$ cat src/rtl/riscv_pkg.sv
// Shared RV32I core definitions: load/store funct3 and opcode constants, LSU state encoding.
// Pure declarations; no logic, latency or flow control of its own.
package riscv_pkg;

    localparam logic [6:0] OP_LOAD  = 7'b0000011;
    localparam logic [6:0] OP_STORE = 7'b0100011;

    localparam logic [2:0] F3_LB  = 3'b000;
    localparam logic [2:0] F3_LH  = 3'b001;
    localparam logic [2:0] F3_LW  = 3'b010;
    localparam logic [2:0] F3_LBU = 3'b100;
    localparam logic [2:0] F3_LHU = 3'b101;
    localparam logic [2:0] F3_SB  = 3'b000;
    localparam logic [2:0] F3_SH  = 3'b001;
    localparam logic [2:0] F3_SW  = 3'b010;

    typedef enum logic [1:0] {
        LSU_IDLE = 2'd0,
        LSU_MEM  = 2'd1,
        LSU_RESP = 2'd2
    } lsu_state_e;

endpackage

$ cat src/rtl/riscv_lsu_align.sv
// Byte-lane steering for the LSU: store mask/replication, load extraction and misalignment flag.
// Purely combinational, no backpressure; LSU_MISALIGN_TRAP_EN enables the misaligned flag.
module riscv_lsu_align
    import riscv_pkg::*;
(
    input  logic [2:0]  funct3,
    input  logic [1:0]  addr_lo,
    input  logic [31:0] rs2,
    input  logic [31:0] rdata,
    output logic [3:0]  wmask,
    output logic [31:0] wdata,
    output logic [31:0] ext_rdata,
    output logic        misaligned
);

    logic [1:0]  sh;
    logic [7:0]  byte_sel;
    logic [15:0] half_sel;

    always_comb begin
        // Offset bits below the access size are dropped so lanes stay inside the word.
        sh = addr_lo;
        case (funct3[1:0])
            2'b01:   sh = {addr_lo[1], 1'b0};
            2'b10:   sh = 2'b00;
            default: sh = addr_lo;
        endcase

        byte_sel = 8'(rdata >> {sh, 3'b000});
        half_sel = sh[1] ? rdata[31:16] : rdata[15:0];

        case (funct3[1:0])
            2'b00: begin
                wdata     = {4{rs2[7:0]}};
                wmask     = 4'b0001 << sh;
                ext_rdata = funct3[2] ? {24'b0, byte_sel} : {{24{byte_sel[7]}}, byte_sel};
            end
            2'b01: begin
                wdata     = {2{rs2[15:0]}};
                wmask     = 4'b0011 << sh;
                ext_rdata = funct3[2] ? {16'b0, half_sel} : {{16{half_sel[15]}}, half_sel};
            end
            default: begin
                wdata     = rs2;
                wmask     = 4'b1111;
                ext_rdata = rdata;
            end
        endcase

`ifdef LSU_MISALIGN_TRAP_EN
        misaligned = ((funct3[1:0] == 2'b01) && addr_lo[0]) ||
                     ((funct3[1:0] == 2'b10) && (addr_lo != 2'b00));
`else
        misaligned = 1'b0;
`endif
    end

endmodule

$ cat src/rtl/riscv_lsu.sv
// RV32I load/store unit, one transaction at a time; LSU_MISALIGN_TRAP_EN traps misaligned accesses.
// rsp_valid 2 edges after accept (+1 per mem wait), 1 on error; req_ready=0 until response taken.
module riscv_lsu
    import riscv_pkg::*;
#(
    parameter int ADDR_W = 32,
    parameter int MEM_AW = 30
) (
    input  logic              clk,
    input  logic              resetn,
    input  logic              req_valid,
    output logic              req_ready,
    input  logic              req_load,
    input  logic              req_store,
    input  logic [2:0]        req_funct3,
    input  logic [ADDR_W-1:0] req_addr,
    input  logic [31:0]       req_wdata,
    output logic              rsp_valid,
    input  logic              rsp_ready,
    output logic [31:0]       rsp_rdata,
    output logic              rsp_err,
    output logic              mem_valid,
    output logic              mem_we,
    output logic [MEM_AW-1:0] mem_addr,
    output logic [3:0]        mem_wmask,
    output logic [31:0]       mem_wdata,
    input  logic              mem_ready,
    input  logic [31:0]       mem_rdata
);

    lsu_state_e        state_q, state_d;
    logic [ADDR_W-1:0] addr_q, addr_d;
    logic [2:0]        funct3_q, funct3_d;
    logic [31:0]       wdata_q, wdata_d;
    logic [31:0]       rdata_q, rdata_d;
    logic              store_q, store_d;
    logic              err_q, err_d;

    logic [2:0]        al_funct3;
    logic [1:0]        al_addr_lo;
    logic [3:0]        al_wmask;
    logic [31:0]       al_wdata;
    logic [31:0]       al_rdata;
    logic              al_misaligned;
    logic              f3_bad;
    logic              illegal;
    logic              in_mem;
    logic              in_resp;

    assign in_mem  = (state_q == LSU_MEM);
    assign in_resp = (state_q == LSU_RESP);

    // One aligner serves both phases: live request in IDLE, latched request afterwards.
    assign al_funct3  = (state_q == LSU_IDLE) ? req_funct3    : funct3_q;
    assign al_addr_lo = (state_q == LSU_IDLE) ? req_addr[1:0] : addr_q[1:0];

    riscv_lsu_align u_align (
        .funct3     (al_funct3),
        .addr_lo    (al_addr_lo),
        .rs2        (wdata_q),
        .rdata      (mem_rdata),
        .wmask      (al_wmask),
        .wdata      (al_wdata),
        .ext_rdata  (al_rdata),
        .misaligned (al_misaligned)
    );

    always_comb begin
        state_d  = state_q;
        addr_d   = addr_q;
        funct3_d = funct3_q;
        wdata_d  = wdata_q;
        rdata_d  = rdata_q;
        store_d  = store_q;
        err_d    = err_q;

        f3_bad  = req_store ? (req_funct3[2] || (req_funct3[1:0] == 2'b11))
                            : ((req_funct3 == 3'b011) || (req_funct3[2:1] == 2'b11));
        illegal = (req_load == req_store) || f3_bad || al_misaligned;

        case (state_q)
            LSU_IDLE: begin
                if (req_valid) begin
                    addr_d   = req_addr;
                    funct3_d = req_funct3;
                    wdata_d  = req_wdata;
                    store_d  = req_store;
                    rdata_d  = 32'b0;
                    err_d    = illegal;
                    state_d  = illegal ? LSU_RESP : LSU_MEM;
                end
            end
            LSU_MEM: begin
                if (mem_ready) begin
                    rdata_d = store_q ? 32'b0 : al_rdata;
                    state_d = LSU_RESP;
                end
            end
            LSU_RESP: begin
                if (rsp_ready) state_d = LSU_IDLE;
            end
            default: state_d = LSU_IDLE;
        endcase
    end

    always_ff @(posedge clk) begin
        if (!resetn) begin
            state_q  <= LSU_IDLE;
            addr_q   <= '0;
            funct3_q <= 3'b0;
            wdata_q  <= 32'b0;
            rdata_q  <= 32'b0;
            store_q  <= 1'b0;
            err_q    <= 1'b0;
        end else begin
            state_q  <= state_d;
            addr_q   <= addr_d;
            funct3_q <= funct3_d;
            wdata_q  <= wdata_d;
            rdata_q  <= rdata_d;
            store_q  <= store_d;
            err_q    <= err_d;
        end
    end

    assign req_ready = (state_q == LSU_IDLE);
    assign rsp_valid = in_resp;
    assign rsp_rdata = in_resp ? rdata_q : 32'b0;
    assign rsp_err   = in_resp & err_q;
    assign mem_valid = in_mem;
    assign mem_we    = in_mem & store_q;
    assign mem_addr  = in_mem ? MEM_AW'(addr_q[ADDR_W-1:2]) : '0;
    assign mem_wmask = (in_mem && store_q) ? al_wmask : 4'b0;
    assign mem_wdata = (in_mem && store_q) ? al_wdata : 32'b0;

endmodule

$ cat config.mk
export PLATFORM = sky130hd
export DESIGN_NAME = riscv_lsu
export DESIGN_NICKNAME = d
export VERILOG_FILES = /design/src/rtl/riscv_pkg.sv /design/src/rtl/riscv_lsu_align.sv /design/src/rtl/riscv_lsu.sv
export SDC_FILE = /design/constraint.sdc
export NUM_CORES = 1
export LEC_CHECK = 0
export ABC_AREA = 1
export BUFFER_PORTS_ARGS = -buffer_cell sky130_fd_sc_hd__clkbuf_2
export CAP_MARGIN = 20
export CORE_MARGIN = 1
export CORE_UTILIZATION = 34
export DETAILED_ROUTE_END_ITERATION = 10
export GPL_ROUTABILITY_DRIVEN = 0
export SLEW_MARGIN = 20
export SYNTH_ARGS = -nofsm -noshare
export SYNTH_HDL_FRONTEND = slang
export SYNTH_SLANG_ARGS = --single-unit
$ cat constraint.sdc
create_clock -name clk -period 5.7 [get_ports clk]
set_input_delay 1.425 -clock clk [delete_from_list [all_inputs] [get_ports clk]]
set_output_delay 1.425 -clock clk [all_outputs]
set_load 0.005 [all_outputs]
=== Word-level counts from Yosys, hierarchy flattened ===
Cells that the tools add are included.

* Bits in registers: 103
* Bits of input ports: 106
* Output and inout bits: 103
* Logic and storage cells: 56

* Equality and inequality tests: 11
* Shifts and indexed selects: 3
* Muxes and demuxes: 23
* Bitwise logic cells: 2
* Reduce and logical (&&, ||, !) cells: 10

{| class="wikitable"
|+ Operator list
! kind !! number
|-
| two-way mux 32 bit || 7
|-
| one-hot mux 32 bit (2 select lines) || 3
|-
| >> shifter 32 x 5 -> 8 bit || 1
|-
| two-way mux 30 bit || 1
|-
| two-way mux 16 bit || 1
|-
| two-way mux 2 bit || 5
|-
| == test 2 bit, second input constant || 4
|-
| one-hot mux 4 bit (2 select lines) || 1
|-
| inequality test 2 bit, second input constant || 3
|-
| one-hot mux 2 bit (3 select lines) || 1
|-
| AND reduction 3 bit || 2
|-
| == test 2 x 1 -> 1 bit, second input constant || 2
|-
| logical NOT 2 bit || 2
|-
| two-way mux 4 bit || 1
|-
| one-hot mux 2 bit (2 select lines) || 1
|-
| << shifter 1 x 2 -> 4 bit, first input constant || 1
|-
| << shifter 2 x 2 -> 4 bit, first input constant || 1
|-
| == test 3 x 2 -> 1 bit, second input constant || 1
|-
| logical OR 1 bit || 3
|-
| two-way mux 3 bit || 1
|-
| AND 1 bit || 2
|-
| AND reduction 2 bit || 1
|-
| nonzero test 2 bit || 1
|-
| == test 1 bit || 1
|-
| 2 further kinds || 2
|}

=== Longest topological paths before layout ===
* Depth in word-level cells: 10
* Mapped depth: 19
* Mapped depth without buffers: 15

=== Cells and area by module ===
From an unflattened synthesis, not the netlist that was laid out.

* Cells, all modules: 969
* Area, all modules: 5843.1 µm²

{| class="wikitable"
|+ By module, submodules not included
! module !! instances !! cells an instance !! area an instance (µm²) !! sequential area each (µm²)
|-
| riscv_lsu || 1 || 709 || 4609.4 || 2062.0
|-
| riscv_lsu_align || 1 || 260 || 1233.7 || 0.0
|}

=== Worst setup path after synthesis ===
Ideal clock, no wire load.

* Path kind: input to output
* Start: input port req_funct3[1]
* End: output port mem_wmask[1]
* Arrival time: 3.308 ns
* Required time: 4.275 ns
* Path slack: 0.967 ns
* Stages on the path: 13
* Path buffers: 5
* Path through: or2_1 -> nand2_1 -> buf_2 -> buf_2 -> buf_2 -> ha_1 -> inv_1 -> nand2_1 -> nand2_2 -> buf_6 -> buf_2 -> o21ai_0 -> a21oi_1

* Longest elaborated chain between the ends: 6
* Elaborated cells between the ends (all ways): 9
* Classes of those cells: 2 x eq/ne; 2 x shift; 4 x mux; 1 x reduce/logical

{| class="wikitable"
|+ RTL lines
! element !! RTL line !! RTL
|-
| start, declared || riscv_lsu.sv:15 || <nowiki>input logic [2:0] req_funct3,</nowiki>
|-
| two-way mux 3 bit (*) || riscv_lsu.sv:54 || <nowiki>assign al_funct3 = (state_q == LSU_IDLE) ? req_funct3 : funct3_q;</nowiki>
|-
| == test 2 bit or == test 2 x 1 -> 1 bit (tied branches) || riscv_lsu_align.sv:23, riscv_lsu_align.sv:32 ||
|-
| one-hot mux 2 bit (2 select lines) || riscv_lsu_align.sv:23 || <nowiki>case (funct3[1:0])</nowiki>
|-
| << shifter 2 x 2 -> 4 bit or << shifter 1 x 2 -> 4 bit (tied branches) || riscv_lsu_align.sv:40, riscv_lsu_align.sv:35 ||
|-
| one-hot mux 4 bit (2 select lines) (*) || riscv_lsu_align.sv:32 || <nowiki>case (funct3[1:0])</nowiki>
|-
| two-way mux 4 bit (*) || riscv_lsu.sv:133 || <nowiki>assign mem_wmask = (in_mem && store_q) ? al_wmask : 4'b0;</nowiki>
|-
| end, declared || riscv_lsu.sv:25 || <nowiki>output logic [3:0] mem_wmask,</nowiki>
|}

Mark *: on every way between the ends. The rest lies on a longest branch, timed or not.

=== Final worst setup path ===
* Start: input port req_funct3[1]
* End: output port mem_wmask[3]

Same word-level chain as after synthesis.

==> impl_metrics.ini <==
[power]
p_comb_share_pct = 24.9
switchingPower_w = 0.000629
p_leak_nw = 3.02
p_sw_share_pct = 33.0
vdd_drop_max_uv = 155
internal_power_w = 0.00128
pwr-share-seq_pct = 41.8
clock_power_share_pct = 33.3
p_per_area_mw_per_mm2 = 278

[timing]
min_period_ns = 4.91
worst_pin_slew_ns = 0.894
rsz0062_at_grt = false
hold_violations = 0
tns_ns = 0
skew_ns = 0.00924
setup_viol = 0
fin_crit_sh_pct = 86.1
fmax_ghz = 0.204
slew_headroom_pct = 40.0
setup_slack_ns = 0.790
slew_violations = 0

[floorplanning]
die-area_mm2 = 0.0165
ioPinCount = 209
rows = 45
die_x_um = 128
core-area_mm2 = 0.0154
initial_core_util_pct = 35.3
die_h_um = 128

[synthesis]
netlist_area_mm2 = 0.00543
synth_cell_types = 34
postSynthAreaPerCell_um2 = 6.65
yosysWarnings = 0
synth_fp_nets = 924
seq_area_frac_synth_pct = 38.0
synthCells = 816
synth_seq_cells = 103

[grt]
grt_max_degree = 73
grt_pass1_vias = 4986
track_usage_pct = 20.3
gr-total-overflow = 0
grt_first_pass_wirelength_um = 25900
antenna_found_initial = 0

[route]
vias = 5681
drc_errors = 0
firstDrtPassIters = 4
route.detailed.wl_per_inst_um = 14.0
viasPerCell = 4.73
drt_wl_total_um = 16800
dr.first_iter.drc_count = 279
ant_nets = 0

[worst_setup_path]
critical_path_buf_inv_count = 4
cp.required_ns = 4.28
path_cells = clkbuf_2 > or2_1 > nand2_2 > ha_1 > buf_4 > inv_1 > nand2_1 > a21boi_4 > o21ai_0 > a21oi_1 > clkbuf_2
crit_path_end_kind = primary output
critPathLaunch = req_funct3[1]
arrival_ns = 3.49
cp-endpoint = mem_wmask[3]
max_stage_delay_ns = 0.40
cp_slowest_cell = a21boi_4
crit_type = primary input to primary output
cpMostUsedCell = clkbuf_2
crit_cells = 11
r2r_setup_slack_ns = 2.67
reg2reg_to = rdata_q[31]
start_kind = primary input
worst-r2r-cell-count = 16
path_delay_family = compound AO/OA/AOI/OAI gates
crit-reg2reg-launch = state_q[0]
crit_fanout = 21

[layout]
syn2layout_area_growth_pct = 26.5
final_common_cell = clkbuf_2
multi_input_area_mm2 = 0.00268
layout_common_cells = clkbuf_2 (208), nor2_1 (132), inv_1 (111), o21ai_0 (105), dfxtp_1 (103)
drive_gt1_share_pct = 28.8
nets = 1095
ff_latch_area_mm2 = 0.00206
diodes = 0
nFillCells = 1703

[place]
port_buffers = 208
hpwl_um = 12200
dpl_worst_slack_ns = 0.808

[clock_network]
worstSkewPairLatency_ns = 0.36
hold_buffers = 0
cts_buffers = 9
clock-sinks = 103
root_buffer = clkbuf_16
cts_tree = built
clk_path_buf_depth = 2
post-cts-setup-buffers = 0
cts_resized = 0
clk_pin_slew_worst_paths_ns = 0.07
h-tree-depth = 3

[min_path]
hp-class = register to register

[status]
outcome = complete, no violations

[job]
maxCapViolCount = 0
==> worst min path at each step <==
stage                from         end  slack, ns  cells past startpoint
6_report        addr_q[2]   addr_q[2]       0.45                      2
5_1_grt        addr_q[14]  addr_q[14]       0.47                      2
4_1_cts        addr_q[16]  addr_q[16]       0.46                      2
3_5_place_dp   addr_q[16]  addr_q[16]       0.44                      2
3_3_place_gp    addr_q[2]   addr_q[2]       0.44                      2
2_1_floorplan   addr_q[0]   addr_q[0]       0.43                      2
==> registers in the layout, summed over array words and instances (netlist names) <==
name / cells
addr_q: 32
rdata_q: 32
wdata_q: 32
funct3_q: 3
state_q: 2
err_q: 1
store_q: 1
==> Yosys cell counts <==
master / count / share of area, %
nor2_1: 133 / 9.2
inv_1: 111 / 7.7
o21ai_0: 105 / 9.7
dfxtp_1: 103 / 38
a21oi_1: 100 / 9.2
nand2_1: 91 / 6.3
clkbuf_1: 37 / 2.6
nand3_1: 31 / 2.9
or2_2: 16 / 1.8
buf_2: 12 / 1.1
nand3_2: 12 / 2.2
a21oi_2: 10 / 1.6
o211ai_1: 9 / 1.2
o22ai_1: 8 / 0.92
nand2_2: 5 / 0.58
clkinv_1: 4 / 0.28
a211oi_1: 3 / 0.42
buf_1: 3 / 0.21
inv_2: 3 / 0.21
nand4_1: 3 / 0.35
buf_4: 2 / 0.28
ha_1: 2 / 0.46
or2_1: 2 / 0.23
a21boi_4: 1 / 0.35
a31oi_1: 1 / 0.12
buf_12: 1 / 0.37
buf_6: 1 / 0.21
nand2_4: 1 / 0.21
nand3_4: 1 / 0.32
nand4_4: 1 / 0.39
nor2_4: 1 / 0.21
o21a_1: 1 / 0.14
o21ai_1: 1 / 0.092
o21ai_2: 1 / 0.16
==> through the flow <==
stage / total power, W / utilization, % / hold WS [ns] / cells / instance area (um^2)
6_report: 0.00191 / 44.7 / 0.454 / 1202 / 6870
5_1_grt: 0.00202 / 44.7 / 0.468 / 1202 / 6870
4_1_cts: 0.00192 / 44.6 / 0.455 / 1202 / 6860
3_5_place_dp: 0.00129 / 42.7 / 0.444 / 1187 / 6570
3_3_place_gp: 0.00128 / 42.5 / 0.443 / 1186 / 6540
2_1_floorplan: 0.00116 / - / 0.430 / 816 / 5430
==> tightest hold or removal path: stages (launching register included) <==
cell and delay (ns):
dfxtp_1 0.30, inv_1 0.06, a21oi_1 0.05
==> cell type report <==
type	instances	share of cell area (%)
Timing Repair Buffer	216	16.3
Clock buffer	11	3.54
Inverter	118	6.45
Clock inverter	4	0.802
Sequential cell	103	30.0
Multi-Input combinational cell	539	39.0
Tap cell	211	3.85
==> power by group through the flow <==
| stage | combinational (W) | sequential, W | clock, W |
|---|---|---|---|
| 6_report | 0.000476 | 0.000798 | 0.000636 |
| 5_1_grt | 0.000539 | 0.000804 | 0.000678 |
| 4_1_cts | 0.000477 | 0.000798 | 0.000649 |
| 3_5_place_dp | 0.000475 | 0.000815 | 0 |
| 3_3_place_gp | 0.000470 | 0.000813 | 0 |
| 2_1_floorplan | 0.000356 | 0.000808 | 0 |
==> metal layers <==
layer  share of wire [%]  vias up  GRT usage (%)
li1                    -     2951              -
met1                  45     2549           26.3
met2                  46      162           32.8
met3                 6.8       19           4.95
met4                 1.7        0           6.99
met5                   0        -              0
==> cells by family after synthesis <==
group                    count (synthesis)  share of synthesized area, %
AND/OR/NAND/NOR                        297                          24.7
AO/OA/AOI/OAI                          240                          24.0
buffers and inverters                  174                          12.9
flip-flops                             103                          38.0
adder cells (fa/ha/maj)                  2                         0.461
Note: power is estimated with default switching activity, not from simulation.
